--- src/rtl/uart_rx_fifo_apb.sv ---
// Receive FIFO between the UART receiver and an APB slave: data/status/ctrl/clear registers and a level irq.
// Optional rx idle-timeout irq source is compiled in when UART_RX_TIMEOUT_EN is defined.
module uart_rx_fifo_apb #(
  parameter int DEPTH          = 16,
  parameter int TIMEOUT_CYCLES = 2000
) (
  input  logic        clk,
  input  logic        rst,
  input  logic        rx_valid,
  input  logic [8:0]  rx_data,
  input  logic        rx_fe,
  input  logic        rx_be,
  input  logic        psel,
  input  logic        penable,
  input  logic        pwrite,
  input  logic [3:0]  paddr,
  input  logic [31:0] pwdata,
  output logic [31:0] prdata,
  output logic        pready,
  output logic        pslverr,
  output logic        irq
);

  localparam int AW = $clog2(DEPTH);
  localparam int LW = AW + 1;

  logic [10:0]   mem [DEPTH];
  logic [AW-1:0] wr_ptr;
  logic [AW-1:0] rd_ptr;
  logic [LW-1:0] level;
  logic          oe;
  logic          irq_en;
  logic [7:0]    threshold;
  logic          timeout_flag;

  logic       access;
  logic [1:0] reg_sel;
  logic       rd_acc;
  logic       empty;
  logic       full;
  logic       pop;
  logic       push;
  logic       overrun;
  logic       clear_wr;
  logic       flush;
  logic       oe_clr;
  logic       ctrl_wr;
  logic       level_ge;
  logic [8:0] thr_eff;
  logic [7:0] level8;
  logic       unused_ok;

  assign access   = psel & penable;
  assign reg_sel  = paddr[3:2];
  assign rd_acc   = access & ~pwrite;
  assign empty    = (level == '0);
  assign full     = (level == LW'(DEPTH));
  assign pop      = rd_acc & (reg_sel == 2'd0) & ~empty;
  assign clear_wr = access & pwrite & (reg_sel == 2'd3);
  assign flush    = clear_wr & pwdata[1];
  assign oe_clr   = clear_wr & pwdata[0];
  assign ctrl_wr  = access & pwrite & (reg_sel == 2'd2);

  // A simultaneous pop frees the slot, so a full FIFO still accepts the frame; flush drops it outright.
  assign push    = rx_valid & ~flush & (~full | pop);
  assign overrun = rx_valid & ~flush & full & ~pop;

  assign pready  = 1'b1;
  assign pslverr = access & pwrite & ((reg_sel == 2'd0) | (reg_sel == 2'd1));

  assign thr_eff  = (threshold == 8'd0) ? 9'd1 : {1'b0, threshold};
  assign level_ge = 16'(level) >= 16'(thr_eff);
  // With DEPTH=256 a full FIFO shows level 0 here; the full bit disambiguates.
  assign level8   = 8'(level);

  assign unused_ok = ^{paddr[1:0], pwdata[31:16], pwdata[7:2]};

  always_ff @(posedge clk) begin
    if (push) begin
      mem[wr_ptr] <= {rx_be, rx_fe, rx_data};
    end
  end

  always_ff @(posedge clk) begin
    if (rst) begin
      wr_ptr    <= '0;
      rd_ptr    <= '0;
      level     <= '0;
      oe        <= 1'b0;
      irq_en    <= 1'b0;
      threshold <= 8'd1;
      irq       <= 1'b0;
    end else begin
      if (flush) begin
        wr_ptr <= '0;
        rd_ptr <= '0;
        level  <= '0;
      end else begin
        if (push) wr_ptr <= wr_ptr + AW'(1);
        if (pop)  rd_ptr <= rd_ptr + AW'(1);
        case ({push, pop})
          2'b10:   level <= level + LW'(1);
          2'b01:   level <= level - LW'(1);
          default: level <= level;
        endcase
      end
      if (overrun) begin
        oe <= 1'b1;
      end else if (oe_clr) begin
        oe <= 1'b0;
      end
      if (ctrl_wr) begin
        irq_en    <= pwdata[0];
        threshold <= pwdata[15:8];
      end
      irq <= irq_en & (level_ge | oe | timeout_flag);
    end
  end

`ifdef UART_RX_TIMEOUT_EN
  localparam int TW = $clog2(TIMEOUT_CYCLES + 1);
  logic [TW-1:0] to_cnt;

  // Counts idle cycles with data waiting; saturates so the flag stays asserted until serviced.
  always_ff @(posedge clk) begin
    if (rst) begin
      to_cnt       <= '0;
      timeout_flag <= 1'b0;
    end else begin
      if (push | pop | flush | empty) begin
        to_cnt <= '0;
      end else if (to_cnt != TW'(TIMEOUT_CYCLES)) begin
        to_cnt <= to_cnt + TW'(1);
      end
      if (pop | flush) begin
        timeout_flag <= 1'b0;
      end else if (to_cnt == TW'(TIMEOUT_CYCLES)) begin
        timeout_flag <= 1'b1;
      end
    end
  end
`else
  assign timeout_flag = 1'b0;
`endif

  always_comb begin
    prdata = '0;
    if (rd_acc) begin
      case (reg_sel)
        2'd0:    prdata = empty ? 32'h8000_0000 : {21'b0, mem[rd_ptr]};
        2'd1:    prdata = {16'b0, level8, 3'b0, timeout_flag, irq, oe, full, empty};
        2'd2:    prdata = {16'b0, threshold, 7'b0, irq_en};
        default: prdata = '0;
      endcase
    end
  end

endmodule

--- config.mk ---
export PLATFORM = sky130hd
export DESIGN_NAME = uart_rx_fifo_apb
export DESIGN_NICKNAME = d
export VERILOG_FILES = /design/src/rtl/uart_rx_fifo_apb.sv
export SDC_FILE = /design/constraint.sdc
export NUM_CORES = 1
export LEC_CHECK = 0
export ABC_AREA = 1
export BUFFER_PORTS_ARGS = -buffer_cell sky130_fd_sc_hd__clkbuf_2
export CORE_MARGIN = 4
export CORE_UTILIZATION = 50
export CTS_BUF_LIST = sky130_fd_sc_hd__clkbuf_8
export DETAILED_ROUTE_END_ITERATION = 16
export PLACE_DENSITY = 0.69
export SYNTH_ARGS = -nofsm -noshare
export SYNTH_HDL_FRONTEND = slang
export SYNTH_SLANG_ARGS = --single-unit
--- constraint.sdc ---
create_clock -name clk -period 4.51 [get_ports clk]
set_clock_uncertainty 0.2 [all_clocks]
set_input_delay 0.6765 -clock clk [delete_from_list [all_inputs] [get_ports clk]]
set_output_delay 0.6765 -clock clk [all_outputs]
set_load 0.005 [all_outputs]
# Word level (Yosys, flattened, before mapping)
# Memories as Yosys holds them, arrays and structs flattened. A register that Yosys moved wholly into a read port is not among the register bits.
# Cells that the tools add are included.
dict set report word_totals {
  regBits 24
  ram_bits 176
  mem_count 1
}
dict set report op_classes {
  n_addsub 4
  order_cmp 1
  n_eq_ne 6
  mux 11
  bitwise 23
  reduce_logical 6
}
# name words width rd rd_clocked_by_memory_dff write_ports line
set mem_list {}
lappend mem_list {mem 16 11 1 1 1 27} ;# logic [10:0] mem [DEPTH];
# operator n
set ops {}
lappend ops {{32-bit case mux with 3 select lines} 1}
lappend ops {{32-bit 2-to-1 mux} 2}
lappend ops {{1-bit bitwise AND} 15}
lappend ops {{5-bit case mux with 2 select lines} 1}
lappend ops {{4-bit by 1-bit adder with 4-bit output (second input constant)} 2}
lappend ops {{5-bit by 8-bit greater-or-equal comparator with 1-bit output} 1}
lappend ops {{8-bit logical NOT} 1}
lappend ops {{4-bit 2-to-1 mux} 2}
lappend ops {{8-bit 2-to-1 mux} 1}
lappend ops {{2-bit == test (second input constant)} 3}
lappend ops {{5-bit by 1-bit adder with 5-bit output (second input constant)} 1}
lappend ops {{5-bit == test (second input constant)} 1}
lappend ops {{5-bit logical NOT} 1}
lappend ops {{1-bit inverter} 5}
lappend ops {{5-bit by 1-bit subtractor with 5-bit output (second input constant)} 1}
lappend ops {{2-bit by 1-bit == test with 1-bit output (second input constant)} 2}
lappend ops {{1-bit 2-to-1 mux} 4}
lappend ops {{2-bit nonzero test} 2}
lappend ops {{1-bit OR} 3}
lappend ops {{2-bit logical NOT} 1}
lappend ops {{2-bit OR reduction} 1}

# Logic depth before layout (Yosys ltp)
# Gate-level depths: netlist of the first run.
dict set report logic_depth {
  word_depth 9
  mapped_depth 17
  ltp_nobuf 17
}

# Worst setup path before layout of the first run
# No wires, ideal clock.
dict set report synth_timing {
  path_type {input to register}
  from {input port psel}
  to {register level[4]}
  arrival_ns 2.392
  required_time_ns 4.197
  path_slack_ns 1.805
  cell_stages 15
  path_cell_list {inv_1 -> nor3_4 -> nand3_2 -> nand3_4 -> ha_1 -> inv_1 -> fa_1 -> o21ai_0 -> nand2_1 -> nand2_1 -> nand2_1 -> nand3_1 -> nand2_1 -> nand2_1 -> nor2_1}
}
dict set report synth_between {
  elab_chain_cells 9
}
# item line
set synth_lines {}
lappend synth_lines {{from (decl)} 13} ;# input logic psel,
lappend synth_lines {{1-bit bitwise AND *} 53} ;# assign access = psel & penable;
lappend synth_lines {{1-bit bitwise AND (2 in a row)} 59} ;# assign clear_wr = access & pwrite & (reg_sel == 2'd3);
lappend synth_lines {{1-bit bitwise AND} 60} ;# assign flush = clear_wr & pwdata[1];
lappend synth_lines {{1-bit inverter} 65} ;# assign push = rx_valid & ~flush & (~full | pop);
lappend synth_lines {{1-bit bitwise AND (2 in a row)} 65}
lappend synth_lines {{2-bit by 1-bit == test with 1-bit output / 2-bit == test (equally long branches)} 101} ;# case ({push, pop})
lappend synth_lines {{5-bit case mux with 2 select lines / 2-bit nonzero test (equally long branches)} -}
lappend synth_lines {{to (signal assigned)} 102} ;# 2'b10: level <= level + LW'(1);
lappend synth_lines {{to (signal assigned)} 103} ;# 2'b01: level <= level - LW'(1);
lappend synth_lines {{to (signal assigned)} 104} ;# default: level <= level;
lappend synth_lines {{to (decl)} 30} ;# logic [LW-1:0] level;
# Mark *: on every way between the ends. The rest lies on a longest branch, timed or not.
# A chain may end at the register's enable or synchronous reset.

==> impl_metrics.tcl, run 1 <==
set metrics [dict create \
    status "completed" \
    ys_ff_latch 204 \
    boundaryPins 88 \
    syn2layout_area_growth_pct 11.07 \
    vias 6218 \
    drc 0 \
    grt-ovfl-total 0 \
    grt_max_degree 92 \
    drv_cap 0 \
    place_inst 1147 \
    cts_tree "built" \
    dieArea_mm2 0.02068 \
    cp-end-kind "primary output" \
    rsz0062_at_grt "false" \
    timing.hold.ws_ns 0.1465 \
    synth.top_cells.by_count "176 x edfxtp_1, 168 x nand2_1, 105 x inv_1" \
    die_h_um 143.8 \
    grt_pass1_vias 6022 \
    worst_pin_slew_ns 0.9499 \
    start_kind "register" \
    synth_ff_type "edfxtp_1" \
    hold_viol 0 \
    async_reset_ff_share_pct 0 \
    hold_path_class "in2reg" \
    insertion_delay_ns 0.51 \
    drive_gt1_share_pct 16.04 \
    htree_levels 2 \
    nNetsFinal 1023 \
    synth_cells 886 \
    viasPerCell 5.147 \
    dr.pass1.iters 5 \
    syn_area_per_cell_um2 10.41 \
    nFillCells 1561 \
    numClockSinks 204 \
    cts_buffer_depth 3 \
    synth_top_area_share_pct 57.30 \
    die_width_um 143.8 \
    rows 49 \
    cts_setup_buffers 0 \
    postLayoutCoreUtil_pct 56.84 \
    drt_iter0_markers 421 \
    setup_tns_ns 0 \
    routed_wirelength_mm 20.12 \
    worstPathArrival_ns 2.62 \
    timing.final.crit_share_pct 77.56 \
    routedWlPerCell_um 16.65 \
    gp_congestion 0.8306 \
    critical_path_required_ns 3.63 \
    antenna_cells 0 \
    clockRootBuffer "clkbuf_8" \
    final-max-slew-violation-count 0 \
    netlist_area_mm2 0.009224 \
    io_buffer_count 47 \
    grt_pass1_wl_mm 31.68 \
    setup_violations 0 \
    cts-resized-gates 0 \
    synthTopCellsByArea "edfxtp_1 57%, nand2_1 6.8%, dfxtp_1 6.1%, nand3_1 4.4%, inv_1 4.3%" \
    p_per_area_mw_per_mm2 369.7 \
    synth_top_cell_by_area "edfxtp_1" \
    critPathKind "reg2out" \
    numCtsBuffers 35 \
    grt.total_usage_pct 20.07 \
    post_layout_nonfiller_instances 1208 \
    cp_max_fo 38 \
    antenna_found_initial 0 \
    postCtsHoldBufs 0 \
    yosysSeqAreaShare_pct 63.37 \
    p_total_mw 3.788 \
    ant_nets 0 \
    finalCriticalPeriod_ns 3.498 \
    slew_headroom_pct 36.68 \
    synth.most_common_cell "edfxtp_1" \
    core_region_area_mm2 0.01802 \
    start_util_pct 51.17 \
    path_clk_slew_ns 0.06 \
    dp.final_hpwl_mm 12.66 \
    peakVddDrop_mv 0.2648 \
    synth_cell_types 36 \
    synth_edf_count 176 \
    fmax_mhz 285.9 \
    p_leak_nw 4.127 \
    yosys_warnings 0 \
]
## final cells by class
type	count	area, um2	area share (%)
sequential	204	5847	57.07
multi-input combinational	526	2611	25.49
clock buffer	37	509.2	4.971
inverter	116	437.9	4.275
timing repair buffer	72	422.9	4.128
tap	229	286.5	2.797
clock inverter	24	130.1	1.270
## through the flow
step                      cell area (um2)  setup slack, ns
after floorplan                      9276            1.805
after global placement               9605            1.154
after detailed placement             9605            1.144
after CTS                           10240           0.9659
after global routing                10240           0.7992
final                               10240            1.012
## power breakdown
part           leakage, nW  switching, mW  internal, mW
Sequential            1.82         0.0113          2.08
Combinational         1.95          0.124        0.0548
Clock                0.363          0.706         0.817
## layout by cell type, fill, tap and decap left out, types with 2 or more instances in the layout
cell type and instances:
ha_1 14, clkinvlp_4 2, clkbuf_8 37, a21oi_1 23, nand3_1 81, clkinv_1 6
nand3_2 2, nand4_1 5, edfxtp_1 176, o21ai_1 16, nand2_2 7, clkinv_2 5
nor3_2 2, conb_1 16, o32ai_1 2, xor2_1 4, nor3_1 3, inv_1 115
nand2_4 3, a21oi_2 8, o21ai_0 45, clkbuf_2 47, buf_4 25, dfxtp_1 27
o22ai_1 15, o211ai_1 11, nor2_4 2, inv_2 10, nor2_1 91, nand2_1 168
## registers in the layout, indices dropped and copies added (netlist names), named ones only
register / cells
irq_en: 1
level: 5
oe: 1
wr_ptr: 4
irq: 1
threshold: 8
mem: 176
rd_ptr: 4
## final timing paths
check                                             end  cells after the start  slack [ns]                   from
worst max-delay path                        prdata[3]                      9        1.01               register
worst max register to register  level[4]$_SDFFE_PP0P_                     15        1.62  level[1]$_SDFFE_PP0P_
worst min-delay path                  oe$_SDFFE_PP0P_                      2        0.15                    rst
worst min register to register        oe$_SDFFE_PP0P_                      2        0.28        oe$_SDFFE_PP0P_
## worst max-delay path: stages (launching register included)
cell	delay (ns)
dfxtp_2	0.32
inv_2	0.53
buf_4	0.37
o21ai_0	0.11
o211ai_1	0.18
nand3_1	0.14
nand2_1	0.16
nand2_1	0.10
nand2_1	0.08
clkbuf_2	0.11
## cells by family after synthesis
| family | synth area share, % |
|---|---|
| and+or+nand+nor | 17.35 |
| DFF | 63.37 |
| buffers and inverters | 8.994 |
| AOI/OAI and AO/OA | 7.610 |
| adders and majority gates | 2.116 |
| xor gates and xnor gates | 0.4747 |
| other | 0.08142 |
## per-layer routing
metal | track usage, % | up-vias | wire length (um)
met5 | 0 | - | 0
met4 | 8.028 | 0 | 647
met3 | 4.093 | 45 | 1372
met2 | 33.44 | 197 | 9824
met1 | 25.81 | 2889 | 8273
li1 | - | 3087 | -
(Power assumes the default switching activity.)
==> inputs of run 2 (changes only) <==
==> constraint.sdc (replaced) <==
create_clock -name clk -period 3.55 [get_ports clk]
set_clock_uncertainty 0.2 [all_clocks]
set_input_delay 0.5325 -clock clk [delete_from_list [all_inputs] [get_ports clk]]
set_output_delay 0.5325 -clock clk [all_outputs]
set_load 0.005 [all_outputs]
==> impl_metrics.tcl, run 2 (synthesis results as in run 1) <==
set metrics [dict create \
    grt_pass1_wl_mm 31.04 \
    largest_reg_flops 176 \
    cp-end-kind "primary output" \
    boundaryPins 88 \
    viasPerCell 5.120 \
    post_layout_nonfiller_instances 1209 \
    finalCriticalPeriod_ns 3.276 \
    rows 49 \
    nFillCells 1573 \
    gp_congestion 0.8800 \
    cts-resized-gates 0 \
    p_per_area_mw_per_mm2 467.7 \
    die_h_um 143.8 \
    dp.final_hpwl_mm 12.22 \
    slowest_delay_ns 0.67 \
    crit_family "buffers and inverters" \
    die_width_um 143.8 \
    place_inst 1150 \
    grt.total_usage_pct 19.64 \
    insertion_delay_ns 0.50 \
    r2r_slack_ns 0.70 \
    grt_max_degree 92 \
    mostFrequentLayoutCells "176 x edfxtp_1, 168 x nand2_1, 119 x inv_1" \
    worstPathArrival_ns 2.54 \
    critical_path_required_ns 2.82 \
    cts_setup_buffers 0 \
    peakVddDrop_mv 0.3538 \
    final_common_cell "edfxtp_1" \
    htree_levels 2 \
    dieArea_mm2 0.02068 \
    vias 6190 \
    antenna_found_initial 0 \
    routedWlPerCell_um 16.45 \
    worst_pin_slew_ns 0.9590 \
    core_region_area_mm2 0.01802 \
    path_cells "buf_4 -> o21ai_0 -> o211ai_1 -> nand3_1 -> a21oi_1 -> clkbuf_2" \
    antenna_cells 0 \
    numCtsBuffers 34 \
    numClockSinks 204 \
    grt-ovfl-total 0 \
    cts_buffer_depth 3 \
    clockRootBuffer "clkbuf_8" \
    p_leak_nw 4.161 \
    io_buffer_count 47 \
    syn2layout_area_growth_pct 11.44 \
    critPathBufInv 2 \
    drv_cap 0 \
    dr.pass1.iters 5 \
    start_util_pct 51.17 \
    start_kind "register" \
    nNetsFinal 1026 \
    ant_nets 0 \
    reg.largest.list "mem x176, threshold x8, level x5" \
    hold_path_class "in2reg" \
    setup_violations 0 \
    drive_gt1_share_pct 15.92 \
    drt_iter0_markers 462 \
    crit_path_top_delay_cell "buf_4" \
    setup_tns_ns 0 \
    path_clk_slew_ns 0.06 \
    final-max-slew-violation-count 0 \
    hold_viol 0 \
    drc 0 \
    grt_pass1_vias 5817 \
    cp_max_fo 91 \
    cts_tree "built" \
    critPathKind "reg2out" \
    largest_register "mem" \
    fmax_mhz 305.3 \
    rsz0062_at_grt "false" \
    slew_headroom_pct 36.07 \
    status "completed" \
    timing.final.crit_share_pct 92.28 \
    routed_wirelength_mm 19.89 \
]
run 2: cell count changes in the layout (fill, tap and decap cells not counted), sizes merged, moves of 2 or more:
| cell | delta |
|---|---|
| buf | +3 |
| clkbuf | -2 |
| clkinv | -5 |
| inv | +4 |
run 2: final cells by class:
class | instances | area (um2) | share of cell area [%]
clock inverters | 23 | 146.4 | 1.424
well taps | 229 | 286.5 | 2.788
flip-flops and latches | 204 | 5847 | 56.88
inverters | 116 | 437.9 | 4.261
multi-input cells | 526 | 2611 | 25.40
repair buffers | 76 | 467.9 | 4.553
clock buffers | 35 | 481.7 | 4.687
run 2: path summary, 6_finish.rpt:
kind	from	end	cells after the start
worst max-delay path	register	prdata[7]	6
worst min-delay path	pwdata[8]	threshold[0]$_SDFFE_PP1P_	3
worst max register to register	level[1]$_SDFFE_PP0P_	level[4]$_SDFFE_PP0P_	15
worst min register to register	oe$_SDFFE_PP0P_	oe$_SDFFE_PP0P_	2
run 2: timing repair:
| action | CTS | global route |
|---|---|---|
| hold buffers | 1 | 0 |
| setup endpoints to repair | 0 | 0 |
| endpoints found under the hold margin | 1 | 0 |
run 2: where the power goes:
part | internal, mW | switching, mW | total (mW) | leakage (nW)
logic | 0.0746 | 0.160 | 0.235 | 1.97
registers | 2.64 | 0.0142 | 2.65 | 1.82
clock network | 1.06 | 0.864 | 1.92 | 0.371
total | 3.77 | 1.04 | 4.81 | 4.16
run 2: worst reg2reg max path, delay by kind of cell (launching register included):
| kind | cells | cell delay, ns |
|---|---|---|
| flip-flops | 1 | 0.40 |
| AND/OR/NAND/NOR | 9 | 0.85 |
| adder cells (fa/ha/maj) | 2 | 0.68 |
| AO/OA/AOI/OAI | 1 | 0.18 |
| buffers and inverters | 3 | 0.45 |
run 2: per-stage QoR:
step	instance area, um2	hold slack, ns	total power, mW	util (%)	setup slack, ns
floorplan	9276	0.2429	2.855	-	0.9895
global placement	9641	0.2783	2.929	53.48	0.5808
detailed placement	9641	0.2834	2.934	53.48	0.6106
CTS	10280	0.04332	4.852	57.02	0.2857
global route	10280	0.08120	5.029	57.02	0.03958
finish	10280	0.06918	4.808	57.02	0.2741
run 2: routing by layer:
layer | global-route usage (%) | vias up | share of wire [%]
met3 | 3.494 | 32 | 5.7
met2 | 32.85 | 163 | 48
met5 | 0 | - | 0
met4 | 5.946 | 0 | 1.9
li1 | - | 3098 | -
met1 | 26.34 | 2897 | 44
